==> src/rtl/hazard_forward_ctrl_pkg.sv <==
// Shared types and helpers for the MIPS hazard/forwarding controller.
package mips_hazard_pkg;

    // Load-use stall FSM states.
    typedef enum logic [0:0] {
        RUN     = 1'b0,
        LD_WAIT = 1'b1
    } hzState_e;

    // Forward select value meaning "take operand from the register file".
    localparam int unsigned FWD_NONE = 0;

    // Width of a forward select that encodes 0..stages.
    function automatic int unsigned selWidth(input int unsigned stages);
        return (stages < 1) ? 1 : $clog2(stages + 1);
    endfunction

endpackage

==> src/rtl/hazard_forward_ctrl_if.sv <==
// Pipeline-side bundle of the hazard/forwarding controller.
interface hazard_forward_ctrl_if #(
    parameter int unsigned AW         = 5,
    parameter int unsigned FWD_STAGES = 2
);
    localparam int unsigned SEL_W = mips_hazard_pkg::selWidth(FWD_STAGES);

    logic                      in_flush;
    logic [AW-1:0]             in_ID_Rs_address;
    logic [AW-1:0]             in_ID_Rt_address;
    logic                      in_ID_uses_Rt;
    logic                      in_ID_md_op;
    logic [AW-1:0]             in_ID_EX_Rs_address;
    logic [AW-1:0]             in_ID_EX_Rt_address;
    logic                      in_ID_EX_memRead;
    logic [AW-1:0]             in_ID_EX_Rd_address;
    logic                      in_ID_EX_md_start;
    logic [FWD_STAGES-1:0]     in_stage_RegWrite;
    logic [FWD_STAGES*AW-1:0]  in_stage_Rd_address;
    logic                      in_EX_MEM_memWrite;
    logic [AW-1:0]             in_EX_MEM_Rt_address;
    logic [SEL_W-1:0]          o_forwardA;
    logic [SEL_W-1:0]          o_forwardB;
    logic                      o_forward_store;
    logic                      o_stall;
    logic                      o_bubble_ID_EX;
    logic                      o_md_busy;

    modport master (
        output in_flush, in_ID_Rs_address, in_ID_Rt_address, in_ID_uses_Rt, in_ID_md_op,
               in_ID_EX_Rs_address, in_ID_EX_Rt_address, in_ID_EX_memRead,
               in_ID_EX_Rd_address, in_ID_EX_md_start, in_stage_RegWrite,
               in_stage_Rd_address, in_EX_MEM_memWrite, in_EX_MEM_Rt_address,
        input  o_forwardA, o_forwardB, o_forward_store, o_stall, o_bubble_ID_EX, o_md_busy
    );

    modport slave (
        input  in_flush, in_ID_Rs_address, in_ID_Rt_address, in_ID_uses_Rt, in_ID_md_op,
               in_ID_EX_Rs_address, in_ID_EX_Rt_address, in_ID_EX_memRead,
               in_ID_EX_Rd_address, in_ID_EX_md_start, in_stage_RegWrite,
               in_stage_Rd_address, in_EX_MEM_memWrite, in_EX_MEM_Rt_address,
        output o_forwardA, o_forwardB, o_forward_store, o_stall, o_bubble_ID_EX, o_md_busy
    );

endinterface

==> src/rtl/hazard_forward_ctrl_fwd_select.sv <==
// N-way priority matcher: returns k+1 for the youngest (lowest k) stage
// writing a nonzero register equal to src, else FWD_NONE.
module fwd_select
    import mips_hazard_pkg::*;
#(
    parameter int unsigned AW    = 5,
    parameter int unsigned N     = 2,
    parameter int unsigned SEL_W = 2
) (
    input  logic [AW-1:0]   src,
    input  logic [N-1:0]    regWrite,
    input  logic [N*AW-1:0] rdAddr,
    output logic [SEL_W-1:0] sel
);

    // Scan oldest to youngest so the youngest match is the last one written.
    always_comb begin
        sel = SEL_W'(FWD_NONE);
        for (int k = int'(N) - 1; k >= 0; k--) begin
            if (regWrite[k] && (rdAddr[k*AW +: AW] != '0) && (rdAddr[k*AW +: AW] == src)) begin
                sel = SEL_W'(k + 1);
            end
        end
    end

endmodule

==> src/rtl/hazard_forward_ctrl.sv <==
// Hazard and forwarding controller: EX operand/store-data forwarding,
// load-use stalls and mult/div dependency stalls.
module hazard_forward_ctrl
    import mips_hazard_pkg::*;
#(
    parameter int unsigned AW         = 5,
    parameter int unsigned FWD_STAGES = 2,
    parameter int unsigned LOAD_LAT   = 1,
    parameter int unsigned MD_LAT     = 4
) (
    input  logic                  clk,
    input  logic                  reset,
    hazard_forward_ctrl_if.slave  bus
);

    localparam int unsigned SEL_W = selWidth(FWD_STAGES);
    localparam int unsigned LD_W  = $clog2(LOAD_LAT + 1);
    localparam int unsigned MD_W  = $clog2(MD_LAT + 1);

    hzState_e          state;
    hzState_e          stateNext;
    logic [LD_W-1:0]   ldCnt;
    logic [LD_W-1:0]   ldCntNext;
    logic [MD_W-1:0]   mdCnt;
    logic [AW-1:0]     mdRd;

    logic [SEL_W-1:0]  selA;
    logic [SEL_W-1:0]  selB;
    logic              fwdStore;
    logic              loadUse;
    logic              mdBusy;
    logic              mdHaz;
    logic              stallC;

    fwd_select #(.AW(AW), .N(FWD_STAGES), .SEL_W(SEL_W)) u_fwd_a (
        .src      (bus.in_ID_EX_Rs_address),
        .regWrite (bus.in_stage_RegWrite),
        .rdAddr   (bus.in_stage_Rd_address),
        .sel      (selA)
    );

    fwd_select #(.AW(AW), .N(FWD_STAGES), .SEL_W(SEL_W)) u_fwd_b (
        .src      (bus.in_ID_EX_Rt_address),
        .regWrite (bus.in_stage_RegWrite),
        .rdAddr   (bus.in_stage_Rd_address),
        .sel      (selB)
    );

    // Store data in MEM can only be supplied by the MEM/WB stage (index 1).
    generate
        if (FWD_STAGES >= 2) begin : g_store
            logic storeSel;
            fwd_select #(.AW(AW), .N(1), .SEL_W(1)) u_fwd_store (
                .src      (bus.in_EX_MEM_Rt_address),
                .regWrite (bus.in_stage_RegWrite[1]),
                .rdAddr   (bus.in_stage_Rd_address[AW +: AW]),
                .sel      (storeSel)
            );
            assign fwdStore = bus.in_EX_MEM_memWrite & storeSel;
        end else begin : g_no_store
            assign fwdStore = 1'b0;
        end
    endgenerate

    assign loadUse = bus.in_ID_EX_memRead && (bus.in_ID_EX_Rd_address != '0) &&
                     ((bus.in_ID_EX_Rd_address == bus.in_ID_Rs_address) ||
                      (bus.in_ID_uses_Rt && (bus.in_ID_EX_Rd_address == bus.in_ID_Rt_address)));

    assign mdBusy = (mdCnt != '0);
    assign mdHaz  = mdBusy && (bus.in_ID_md_op ||
                    ((mdRd != '0) && ((mdRd == bus.in_ID_Rs_address) ||
                                      (bus.in_ID_uses_Rt && (mdRd == bus.in_ID_Rt_address)))));

    assign stallC = loadUse || mdHaz || (state == LD_WAIT);

    // Reset forces every output low immediately, including the combinational paths.
    assign bus.o_forwardA      = reset ? selA : SEL_W'(FWD_NONE);
    assign bus.o_forwardB      = reset ? selB : SEL_W'(FWD_NONE);
    assign bus.o_forward_store = reset & fwdStore;
    assign bus.o_stall         = reset & stallC;
    assign bus.o_bubble_ID_EX  = reset & stallC;
    assign bus.o_md_busy       = reset & mdBusy;

    // Load-use FSM state and remaining-cycle counter.
    always_ff @(posedge clk or negedge reset) begin
        if (!reset) begin
            state <= RUN;
            ldCnt <= '0;
        end else begin
            state <= stateNext;
            ldCnt <= ldCntNext;
        end
    end

    // Load-use next state: first stall cycle is in RUN, the rest in LD_WAIT.
    always_comb begin
        stateNext = state;
        ldCntNext = ldCnt;
        unique case (state)
            RUN: begin
                if (loadUse && (LOAD_LAT > 1)) begin
                    stateNext = LD_WAIT;
                    ldCntNext = LD_W'(LOAD_LAT - 1);
                end
            end
            LD_WAIT: begin
                if (bus.in_flush || (ldCnt == LD_W'(1))) begin
                    stateNext = RUN;
                    ldCntNext = '0;
                end else begin
                    ldCntNext = ldCnt - LD_W'(1);
                end
            end
            default: begin
                stateNext = RUN;
                ldCntNext = '0;
            end
        endcase
    end

    // Mult/div in-flight tracker; independent of flush and of the load FSM.
    always_ff @(posedge clk or negedge reset) begin
        if (!reset) begin
            mdCnt <= '0;
            mdRd  <= '0;
        end else if (bus.in_ID_EX_md_start) begin
            mdCnt <= MD_W'(MD_LAT);
            mdRd  <= bus.in_ID_EX_Rd_address;
        end else if (mdCnt != '0) begin
            mdCnt <= mdCnt - MD_W'(1);
        end
    end

endmodule

==> src/flat_wrapper.sv <==
// flat-port wrapper written by rule: the top's interface ports become plain ports
module hazard_forward_ctrl_flat import mips_hazard_pkg::*;
#(
    parameter int unsigned AW         = 5,
    parameter int unsigned FWD_STAGES = 2,
    parameter int unsigned LOAD_LAT   = 1,
    parameter int unsigned MD_LAT     = 4
)
  (clk, reset, bus_in_flush, bus_in_ID_Rs_address, bus_in_ID_Rt_address, bus_in_ID_uses_Rt, bus_in_ID_md_op, bus_in_ID_EX_Rs_address, bus_in_ID_EX_Rt_address, bus_in_ID_EX_memRead, bus_in_ID_EX_Rd_address, bus_in_ID_EX_md_start, bus_in_stage_RegWrite, bus_in_stage_Rd_address, bus_in_EX_MEM_memWrite, bus_in_EX_MEM_Rt_address, bus_o_forwardA, bus_o_forwardB, bus_o_forward_store, bus_o_stall, bus_o_bubble_ID_EX, bus_o_md_busy);
  hazard_forward_ctrl_if #(.AW(AW), .FWD_STAGES(FWD_STAGES)) bus_i ();
  input  logic clk;
  input  logic reset;
  input wire logic [$bits(bus_i.in_flush)-1:0] bus_in_flush;
  input wire logic [$bits(bus_i.in_ID_Rs_address)-1:0] bus_in_ID_Rs_address;
  input wire logic [$bits(bus_i.in_ID_Rt_address)-1:0] bus_in_ID_Rt_address;
  input wire logic [$bits(bus_i.in_ID_uses_Rt)-1:0] bus_in_ID_uses_Rt;
  input wire logic [$bits(bus_i.in_ID_md_op)-1:0] bus_in_ID_md_op;
  input wire logic [$bits(bus_i.in_ID_EX_Rs_address)-1:0] bus_in_ID_EX_Rs_address;
  input wire logic [$bits(bus_i.in_ID_EX_Rt_address)-1:0] bus_in_ID_EX_Rt_address;
  input wire logic [$bits(bus_i.in_ID_EX_memRead)-1:0] bus_in_ID_EX_memRead;
  input wire logic [$bits(bus_i.in_ID_EX_Rd_address)-1:0] bus_in_ID_EX_Rd_address;
  input wire logic [$bits(bus_i.in_ID_EX_md_start)-1:0] bus_in_ID_EX_md_start;
  input wire logic [$bits(bus_i.in_stage_RegWrite)-1:0] bus_in_stage_RegWrite;
  input wire logic [$bits(bus_i.in_stage_Rd_address)-1:0] bus_in_stage_Rd_address;
  input wire logic [$bits(bus_i.in_EX_MEM_memWrite)-1:0] bus_in_EX_MEM_memWrite;
  input wire logic [$bits(bus_i.in_EX_MEM_Rt_address)-1:0] bus_in_EX_MEM_Rt_address;
  output wire logic [$bits(bus_i.o_forwardA)-1:0] bus_o_forwardA;
  output wire logic [$bits(bus_i.o_forwardB)-1:0] bus_o_forwardB;
  output wire logic [$bits(bus_i.o_forward_store)-1:0] bus_o_forward_store;
  output wire logic [$bits(bus_i.o_stall)-1:0] bus_o_stall;
  output wire logic [$bits(bus_i.o_bubble_ID_EX)-1:0] bus_o_bubble_ID_EX;
  output wire logic [$bits(bus_i.o_md_busy)-1:0] bus_o_md_busy;
  assign bus_i.in_flush = bus_in_flush;
  assign bus_i.in_ID_Rs_address = bus_in_ID_Rs_address;
  assign bus_i.in_ID_Rt_address = bus_in_ID_Rt_address;
  assign bus_i.in_ID_uses_Rt = bus_in_ID_uses_Rt;
  assign bus_i.in_ID_md_op = bus_in_ID_md_op;
  assign bus_i.in_ID_EX_Rs_address = bus_in_ID_EX_Rs_address;
  assign bus_i.in_ID_EX_Rt_address = bus_in_ID_EX_Rt_address;
  assign bus_i.in_ID_EX_memRead = bus_in_ID_EX_memRead;
  assign bus_i.in_ID_EX_Rd_address = bus_in_ID_EX_Rd_address;
  assign bus_i.in_ID_EX_md_start = bus_in_ID_EX_md_start;
  assign bus_i.in_stage_RegWrite = bus_in_stage_RegWrite;
  assign bus_i.in_stage_Rd_address = bus_in_stage_Rd_address;
  assign bus_i.in_EX_MEM_memWrite = bus_in_EX_MEM_memWrite;
  assign bus_i.in_EX_MEM_Rt_address = bus_in_EX_MEM_Rt_address;
  assign bus_o_forwardA = bus_i.o_forwardA;
  assign bus_o_forwardB = bus_i.o_forwardB;
  assign bus_o_forward_store = bus_i.o_forward_store;
  assign bus_o_stall = bus_i.o_stall;
  assign bus_o_bubble_ID_EX = bus_i.o_bubble_ID_EX;
  assign bus_o_md_busy = bus_i.o_md_busy;
  hazard_forward_ctrl #(.AW(AW), .FWD_STAGES(FWD_STAGES), .LOAD_LAT(LOAD_LAT), .MD_LAT(MD_LAT)) u_core (.clk(clk), .reset(reset), .bus(bus_i));
endmodule
==> config.mk <==
export PLATFORM = sky130hd
export DESIGN_NAME = hazard_forward_ctrl_flat
export DESIGN_NICKNAME = d
export VERILOG_FILES = /design/src/rtl/hazard_forward_ctrl_pkg.sv /design/src/rtl/hazard_forward_ctrl_if.sv /design/src/rtl/hazard_forward_ctrl_fwd_select.sv /design/src/rtl/hazard_forward_ctrl.sv /design/src/flat_wrapper.sv
export SDC_FILE = /design/constraint.sdc
export NUM_CORES = 1
export LEC_CHECK = 0
export CAP_MARGIN = 30
export CORE_MARGIN = 3
export CORE_UTILIZATION = 34
export CTS_BUF_LIST = sky130_fd_sc_hd__clkbuf_4 sky130_fd_sc_hd__clkbuf_8 sky130_fd_sc_hd__clkbuf_16
export DETAILED_ROUTE_END_ITERATION = 16
export HOLD_SLACK_MARGIN = 0.15
export PLACE_DENSITY = 0.76
export SLEW_MARGIN = 5
export SYNTH_ARGS = -nofsm -noshare
export SYNTH_HDL_FRONTEND = slang
export SYNTH_SLANG_ARGS = --single-unit
==> constraint.sdc <==
create_clock -name clk -period 2.1 [get_ports clk]
set_input_delay 0.42 -clock clk [delete_from_list [all_inputs] [get_ports clk]]
set_output_delay 0.42 -clock clk [all_outputs]
set_load 0.02 [all_outputs]
* After elaboration in Yosys (flattened, before gate mapping)
Cells that the tools add are included.
** Operators by class
- $add $sub $neg :: 2
- Multiply operators :: 0
- Divide/modulo/power cells :: 0
- Magnitude comparators :: 0
- Equal/unequal tests :: 9
- Shifts and indexed selects :: 0
- Mux-type cells :: 12
- Bitwise logic cells :: 4
- Reduce and logical (&&, ||, !) cells :: 25
** Operator list (number)
- == test 5 bit :: 9
- nonzero test 5 bit :: 4
- logical AND 1 bit :: 13
- 2-to-1 mux 2 bit :: 6
- logical OR 1 bit :: 6
- 2-to-1 mux 3 bit :: 2
- AND 1 bit :: 4
- 2-to-1 mux 1 bit :: 4
- nonzero test 3 bit :: 1
- subtractor 3 x 1 -> 3 bit (second input constant) :: 1
- nonzero test 2 bit :: 1
- subtractor 1 bit (second input constant) :: 1
** Word-level totals
- Register bits :: 10
- Latch bits :: 0
- Memory bits (writable) :: 0
- Memory bits (read-only) :: 0
- Output and inout port bits :: 8
- Memories kept :: 0

* Longest topological paths before layout
Gate-level depths: netlist (run 1).
- Word-level depth :: 9
- Mapped depth :: 7
- Depth with buffers taken out :: 6

* Modules after synthesis
A second synthesis (run 1) with hierarchy kept.
** Second synthesis, totals
- Cells, all modules :: 125
- Area total of the unflattened synthesis :: 1102.3 um2
** By module, submodules not included
- hazard_forward_ctrl :: instances 1, cells an instance 75, area each 723.2 um2, seq. area each 250.2 um2
- fwd_select (u_core.u_fwd_a ...) :: instances 2, cells an instance 20, area each 151.4 um2, seq. area each 0.0 um2
- fwd_select (u_core.g_store.u_fwd_store) :: instances 1, cells an instance 10, area each 76.3 um2, seq. area each 0.0 um2

* Worst setup path before layout (run 1)
OpenSTA, ideal clock, no wires.
- Path type :: input -> output
- From :: input bus_in_stage_Rd_address[1]
- To :: output bus_o_forwardA[1]
- Arrival :: 1.937 ns
- Data required time :: 1.680 ns
- Slack :: -0.257 ns
- Cell stages on the path :: 4
- Cells stage by stage :: or4_1 -> o21ai_0 -> nor4_1 -> nor4_1
** On the way
- Cells in the longest elaborated chain, start to end :: 5
- Elaborated cells between the ends (all ways) :: 6
** Ends and longest elaborated chain
- start, declared :: RTL line flat_wrapper.sv:24 : input wire logic [$bits(bus_i.in_stage_Rd_address)-1:0] bus_in_stage_Rd_address;
- nonzero test 5 bit :: RTL line hazard_forward_ctrl_fwd_select.sv:20 : if (regWrite[k] && (rdAddr[k*AW +: AW] != '0) && (rdAddr[k*AW +: AW] == src)) begin
- logical AND 1 bit :: RTL line hazard_forward_ctrl_fwd_select.sv:20
- logical AND 1 bit (*) :: RTL line hazard_forward_ctrl_fwd_select.sv:20
- 2-to-1 mux 2 bit (*) :: RTL line hazard_forward_ctrl_fwd_select.sv:20
- 2-to-1 mux 2 bit (*) :: RTL line hazard_forward_ctrl.sv:77 : assign bus.o_forwardA = reset ? selA : SEL_W'(FWD_NONE);
- end, declared :: RTL line flat_wrapper.sv:27 : output wire logic [$bits(bus_i.o_forwardA)-1:0] bus_o_forwardA;
Every way passes the cells marked *; elsewhere a longest branch is shown, timed or not.

* Worst setup path in the final report (run 1)
- From :: register u_core.mdRd[0]
- To :: output bus_o_stall
** On the way
- Cells in the longest elaborated chain, start to end :: 9
- Elaborated cells between the ends (all ways) :: 11
** Ends and longest elaborated chain
- start, declared :: RTL line hazard_forward_ctrl.sv:25 : logic [AW-1:0] mdRd;
- start signal, assigned :: RTL line hazard_forward_ctrl.sv:128 : mdRd <= bus.in_ID_EX_Rd_address;
- == test 5 bit :: RTL line hazard_forward_ctrl.sv:72 : (bus.in_ID_uses_Rt && (mdRd == bus.in_ID_Rt_address)))));
- logical AND 1 bit :: RTL line hazard_forward_ctrl.sv:72
- logical OR 1 bit :: RTL line hazard_forward_ctrl.sv:71 : ((mdRd != '0) && ((mdRd == bus.in_ID_Rs_address) ||
- logical AND 1 bit (*) :: RTL line hazard_forward_ctrl.sv:71
- logical OR 1 bit (*) :: RTL line hazard_forward_ctrl.sv:70 : assign mdHaz = mdBusy && (bus.in_ID_md_op ||
- logical AND 1 bit (*) :: RTL line hazard_forward_ctrl.sv:70
- logical OR 1 bit (*) (2 in a row) :: RTL line hazard_forward_ctrl.sv:74 : assign stallC = loadUse || mdHaz || (state == LD_WAIT);
- AND 1 bit (*) :: RTL line hazard_forward_ctrl.sv:80 : assign bus.o_stall = reset & stallC;
- end, declared :: RTL line flat_wrapper.sv:30 : output wire logic [$bits(bus_i.o_stall)-1:0] bus_o_stall;
Marked as above.

==> impl_metrics.tcl, run 1 <==
set metrics [dict create \
    clkPwrFrac_pct 17.3 \
    grt_max_degree 16 \
    slew_headroom_pct 75.6 \
    arrival_ns 2.11 \
    dieHeight_microns 60.7 \
    grtUsageTotal_pct 21.0 \
    areaGrowthSynthToFinish_pct 108 \
    skew_ns 0.000578 \
    route.detailed.drc 0 \
    period_share_pct 120 \
    ant_nets 0 \
    antenna_found_initial 0 \
    ios 58 \
    grt_pass1_vias 1219 \
    worst_pin_slew_ns 0.364 \
    cts_made_buffers 3 \
    p_leak_uw 0.000917 \
    yosys.area.top_type "dfrtp_1" \
    p_sw_uw 322 \
    synth.avg_cell_area_sq_um 9.25 \
    synth_top_flop_cell "dfrtp_1" \
    drive_gt1_share_pct 44.5 \
    status "finished, violations left" \
    drtPass1Iterations 4 \
    wl_per_cell_microns 16.4 \
    clk_latency_ns 0.26 \
    hpwlAfterDp_microns 3140 \
    max_stage_delay_ns 0.55 \
    crit_slowest_cell "or4_4" \
    core-area_sq_um 2810 \
    ys_ff_latch 10 \
    slew_violations 0 \
    ir_drop_mv 0.484 \
    synthTopCellsByCount "24 x xnor2_1, 22 x xor2_1, 10 x dfrtp_1, 6 x nor4_1" \
    initial_core_util_pct 36.3 \
    path_max_fanout 2 \
    crit_path_end_kind "output pin" \
    viasPerCell 5.02 \
    synth_edf_count 0 \
    seq_area_frac_synth_pct 24.6 \
    grt_pass1_wl_microns 5660 \
    cts_max_path_buffers 2 \
    synth_most_common_cell "xnor2_1" \
    violations "negative setup slack" \
    crit_chain "or4_4 > nor2_4 > nor3_2 > o31a_1 > a221o_1 > buf_6" \
    synthTopCellsByArea "dfrtp_1 25%, xnor2_1 21%, xor2_1 19%, mux2_2 5.5%, nor4_1 3.7%" \
    routed_wl_microns 3970 \
    start_kind "flip-flop" \
    root_buffer "clkbuf_4" \
    cp.required_ns 1.68 \
    swShare_pct 32.9 \
    fin_hold_ws_ns 0.253 \
    yosys_warnings 0 \
    num_rows 19 \
    p_per_area_nw_per_um2 462 \
    portBuffers 57 \
    yosys.area.top_type_share_pct 24.6 \
    min_period_ns 2.53 \
    tns_ns -1.33 \
    die_w_microns 60.7 \
    gr-total-overflow 0 \
    final-hold-violation-count 0 \
    fin_util_pct 75.5 \
    setup_slack_ns -0.428 \
    drv_cap 0 \
    pwr-share-comb_pct 57.0 \
    clock_sinks 10 \
    async_flop_share_pct 100 \
    gp_congestion 0.809 \
    die-area_sq_um 3680 \
    seqPwrFrac_pct 25.7 \
    vias 1214 \
    synthesis.nets 162 \
    drt_iter0_markers 44 \
    fin_cells 242 \
    min_path_type "input pin to asynchronous set/reset pin" \
    fin_nets 264 \
    clkSlewWorstSetupHoldPaths_ns 0.06 \
    max_freq_mhz 396 \
    dp.cells 234 \
    tritoncts "built" \
    rsz0062_at_grt "true" \
    critPathKind "flip-flop to output pin" \
    internal-power_uw 656 \
    postCtsHoldBufs 0 \
    netlist_instances 110 \
    cts.htree.levels 1 \
    setup_viol 6 \
    ys_types 28 \
    diodes 0 \
    syn_area_sq_um 1020 \
]
==> cell type report <==
| cell class | instances | area, sq um |
|---|---|---|
| repair buffers | 99 | 867 |
| well taps | 31 | 38.8 |
| inverters | 4 | 15.0 |
| clock buffers | 4 | 36.3 |
| flip-flops and latches | 10 | 250 |
| fillers | 201 | 688 |
| multi-input cells | 94 | 910 |
==> layout by cell type, fill, tap and decap left out, drive strengths merged, types with 3 or more instances in the layout <==
master / synthesis / routed
buf: 1 / 56
clkdlybuf4s50: 0 / 26
xnor2: 24 / 24
xor2: 22 / 22
dfrtp: 10 / 10
dlygate4sd2: 0 / 9
clkbuf: 1 / 8
nor4: 6 / 6
or4: 5 / 5
mux2: 5 / 5
nand3: 5 / 5
inv: 4 / 4
clkdlybuf4s15: 0 / 4
and2: 3 / 3
nor3: 3 / 3
nor2: 3 / 3
==> power by group through the flow <==
| stage | sequential [uW] | combinational, uW | clock, uW |
|---|---|---|---|
| 2_1_floorplan | 256 | 214 | 0 |
| 3_3_place_gp | 251 | 499 | 0 |
| 3_5_place_dp | 255 | 516 | 0 |
| 4_1_cts | 252 | 529 | 176 |
| 5_1_grt | 255 | 604 | 190 |
| 6_report | 251 | 558 | 169 |
==> state kept, by name, indices dropped and copies added, names as in the netlist <==
signal,flops
u_core.state,1
u_core.ldCnt,1
u_core.mdCnt,3
u_core.mdRd,5
==> worst max-delay path: cells and delay by family (launching register included) <==
family                 cells  cell delay (ns)
AOI/OAI and AO/OA          2             0.59
buffers and inverters      1             0.16
DFF                        1             0.38
and+or+nand+nor            3             0.72
==> metrics by stage <==
stage	setup WS, ns	instance area [sq um]	total power (uW)
final	-0.428	2120	978
after global routing	-0.499	2120	1050
after floorplan	-0.205	1030	470
after detailed placement	-1.02	1910	771
after CTS	-0.416	2040	957
after global placement	-0.878	1910	750
==> logic make-up after synthesis <==
family / Yosys count / share of synthesized area (%)
xor gates and xnor gates: 46 / 39.6
buffers and inverters: 6 / 2.58
and+or+nand+nor: 31 / 17.7
DFF: 10 / 24.6
muxes: 5 / 5.53
AOI/OAI and AO/OA: 10 / 7.50
adders and majority gates: 2 / 2.46
==> layer usage <==
| metal | share of wire, % | global-route usage [%] | vias up |
|---|---|---|---|
| met1 | 39 | 26.5 | 576 |
| met4 | 1.9 | 6.50 | 0 |
| met2 | 56 | 36.9 | 31 |
| met5 | 0 | 0 | - |
| met3 | 2.8 | 2.55 | 10 |
| li1 | - | - | 597 |
==> path summary, 6_finish.rpt <==
check	startpoint	to	slack, ns	depth (start not counted)
min reg2reg	u_core.ldCnt	u_core.state	0.44	1
min	reset	u_core.ldCnt	0.25	2
max reg2reg	u_core.mdCnt[0]	u_core.mdCnt[1]	0.92	6
max	u_core.mdRd[0]	bus_o_stall	-0.43	6
min in group clk	u_core.ldCnt	u_core.state	0.44	1
max in group asynchronous	reset	u_core.mdRd[3]	1.71	2
==> timing repair <==
action	CTS	global route
buffers inserted	3	3
resized for setup	110	29
pin swaps	14	14
endpoints found under the setup margin	8	7
Note: power is estimated with default switching activity, not from simulation.
==> run 2: changes to the inputs <==
--- a/config.mk
+++ b/config.mk
@@ -12,6 +12,7 @@
 export DETAILED_ROUTE_END_ITERATION = 16
 export HOLD_SLACK_MARGIN = 0.15
 export PLACE_DENSITY = 0.76
+export SETUP_SLACK_MARGIN = 0.02
 export SLEW_MARGIN = 5
 export SYNTH_ARGS = -nofsm -noshare
 export SYNTH_HDL_FRONTEND = slang
==> run 2 against run 1 <==
Compared with the run above:
- the run still ends with negative setup slack left
- via count is essentially flat
- critical path depth shrank 1
- clock-buffer cell count is the same
- sequential share of layout area grew 0.26 points
- fmax grew 1.4%
- core utilization shrank 1.6 points
- cell area shrank 2.1%
==> impl_metrics.tcl, run 2 (synthesis results as in run 1) <==
set metrics [dict create \
    status "finished, violations left" \
    violations "negative setup slack" \
    dp_slack_ns -0.985 \
    skew_ns 0.00196 \
    vias 1215 \
    path_max_fanout 3 \
    dpl_cell_area_sq_um 1910 \
    route.detailed.drc 0 \
    gr-total-overflow 0 \
    p_per_area_nw_per_um2 463 \
    final-hold-violation-count 0 \
    slew_violations 0 \
    start_kind "input pin" \
    finalInstanceArea_sq_um 2070 \
    initial_core_util_pct 36.3 \
    cp.required_ns 1.68 \
    root_buffer "clkbuf_4" \
    setup_viol 5 \
    fin_nets 262 \
    num_rows 19 \
    min_period_ns 2.49 \
    worst_pin_slew_ns 0.435 \
    rsz0062_at_grt "true" \
    areaGrowthSynthToFinish_pct 104 \
    tritoncts "built" \
    arrival_ns 2.07 \
    n_fill_cell 223 \
    cts.htree.levels 1 \
    fin_util_pct 73.9 \
    drt_iter0_markers 42 \
    fin_hold_ws_ns 0.466 \
    grt_max_degree 16 \
    reg_top3 "u_core.mdRd: 5 flops, u_core.mdCnt: 3 flops" \
    portBuffers 57 \
    cts_made_buffers 3 \
    ant_nets 0 \
    critPathKind "input pin to output pin" \
    final_cell_mix "38 x buf_4, 26 x clkdlybuf4s50_1, 20 x xnor2_1, 20 x xor2_1, 12 x buf_6" \
    diodes 0 \
    clk_latency_ns 0.26 \
    dieHeight_microns 60.7 \
    ir_drop_mv 0.276 \
    antenna_found_initial 0 \
    final_common_cell "buf_4" \
    gp_congestion 0.931 \
    die_w_microns 60.7 \
    hpwlAfterDp_microns 2840 \
    min_path_type "flip-flop to flip-flop" \
    largest-register "u_core.mdRd" \
    core-area_sq_um 2810 \
    period_share_pct 119 \
    max_freq_mhz 401 \
    drive_gt1_share_pct 45.0 \
    grtUsageTotal_pct 20.9 \
    viasPerCell 5.06 \
    drtPass1Iterations 4 \
    cts_max_path_buffers 2 \
    p_leak_uw 0.000893 \
    wl_per_cell_microns 15.2 \
    clock_sinks 10 \
    grt_pass1_wl_microns 5660 \
    routed_wl_microns 3660 \
    clkSlewWorstSetupHoldPaths_ns 0.07 \
    slew_headroom_pct 70.9 \
    ios 58 \
    setup_slack_ns -0.394 \
    largest_reg_flops 5 \
    grt_pass1_vias 1325 \
    drv_cap 0 \
    crit_path_end_kind "output pin" \
    die-area_sq_um 3680 \
]
==> run 2: routing by layer <==
metal  vias up  wire [microns]  GRT usage [%]
met4         0              95           11.5
met2        76            1800           38.6
met3         9             358           3.62
li1        585               -              -
met1       545            1410           22.2
met5         -               0              0
==> run 2: worst paths after layout <==
check	startpoint	to	slack, ns	depth (start not counted)
worst max-delay path	bus_in_ID_EX_Rd_address[1]	bus_o_stall	-0.39	5
worst min-delay path	u_core.ldCnt	u_core.state	0.47	1
worst max register to register	u_core.mdCnt[1]	u_core.mdCnt[1]	0.87	5
worst min register to register	u_core.ldCnt	u_core.state	0.47	1
max in group asynchronous	reset	u_core.mdRd[3]	0.99	3
min in group asynchronous	reset	u_core.mdCnt[1]	0.81	3
==> run 2: final cells by class <==
cell class | count | area (sq um) | share of cell area [%]
clock buffers | 4 | 36.3 | 1.75
inverters | 4 | 15.0 | 0.725
multi-input cells | 94 | 901 | 43.5
flip-flops and latches | 10 | 250 | 12.1
well taps | 31 | 38.8 | 1.87
repair buffers | 97 | 831 | 40.1
==> run 2: power breakdown <==
group          switching, uW  leakage (uW)  internal, uW  total, uW
registers               23.6      0.000121           229        253
logic                    231      0.000751           305        536
clock network           66.1     0.0000210           105        171
==> run 2: timing repair <==
item                                   in CTS  in global routing
hold buffers                                0                  1
setup endpoints to repair                   8                  8
setup buffers                               3                  3
pin swaps                                  15                 11
resized for setup                         111                 28
endpoints found under the hold margin       0                 10
==> run 2: through the flow <==
stage	TNS (ns)	cells	power [uW]
global route	-1.50	240	1030
finish	-1.15	240	960
detailed placement	-6.35	232	765
CTS	-1.13	238	945
floorplan	-0.290	110	472
global placement	-6.17	232	734
==> run 2: critical path, stage by stage <==
cell,delay (ns)
clkdlybuf4s50_1,0.44
or3_1,0.41
o311a_1,0.29
a221o_1,0.34
buf_2,0.17
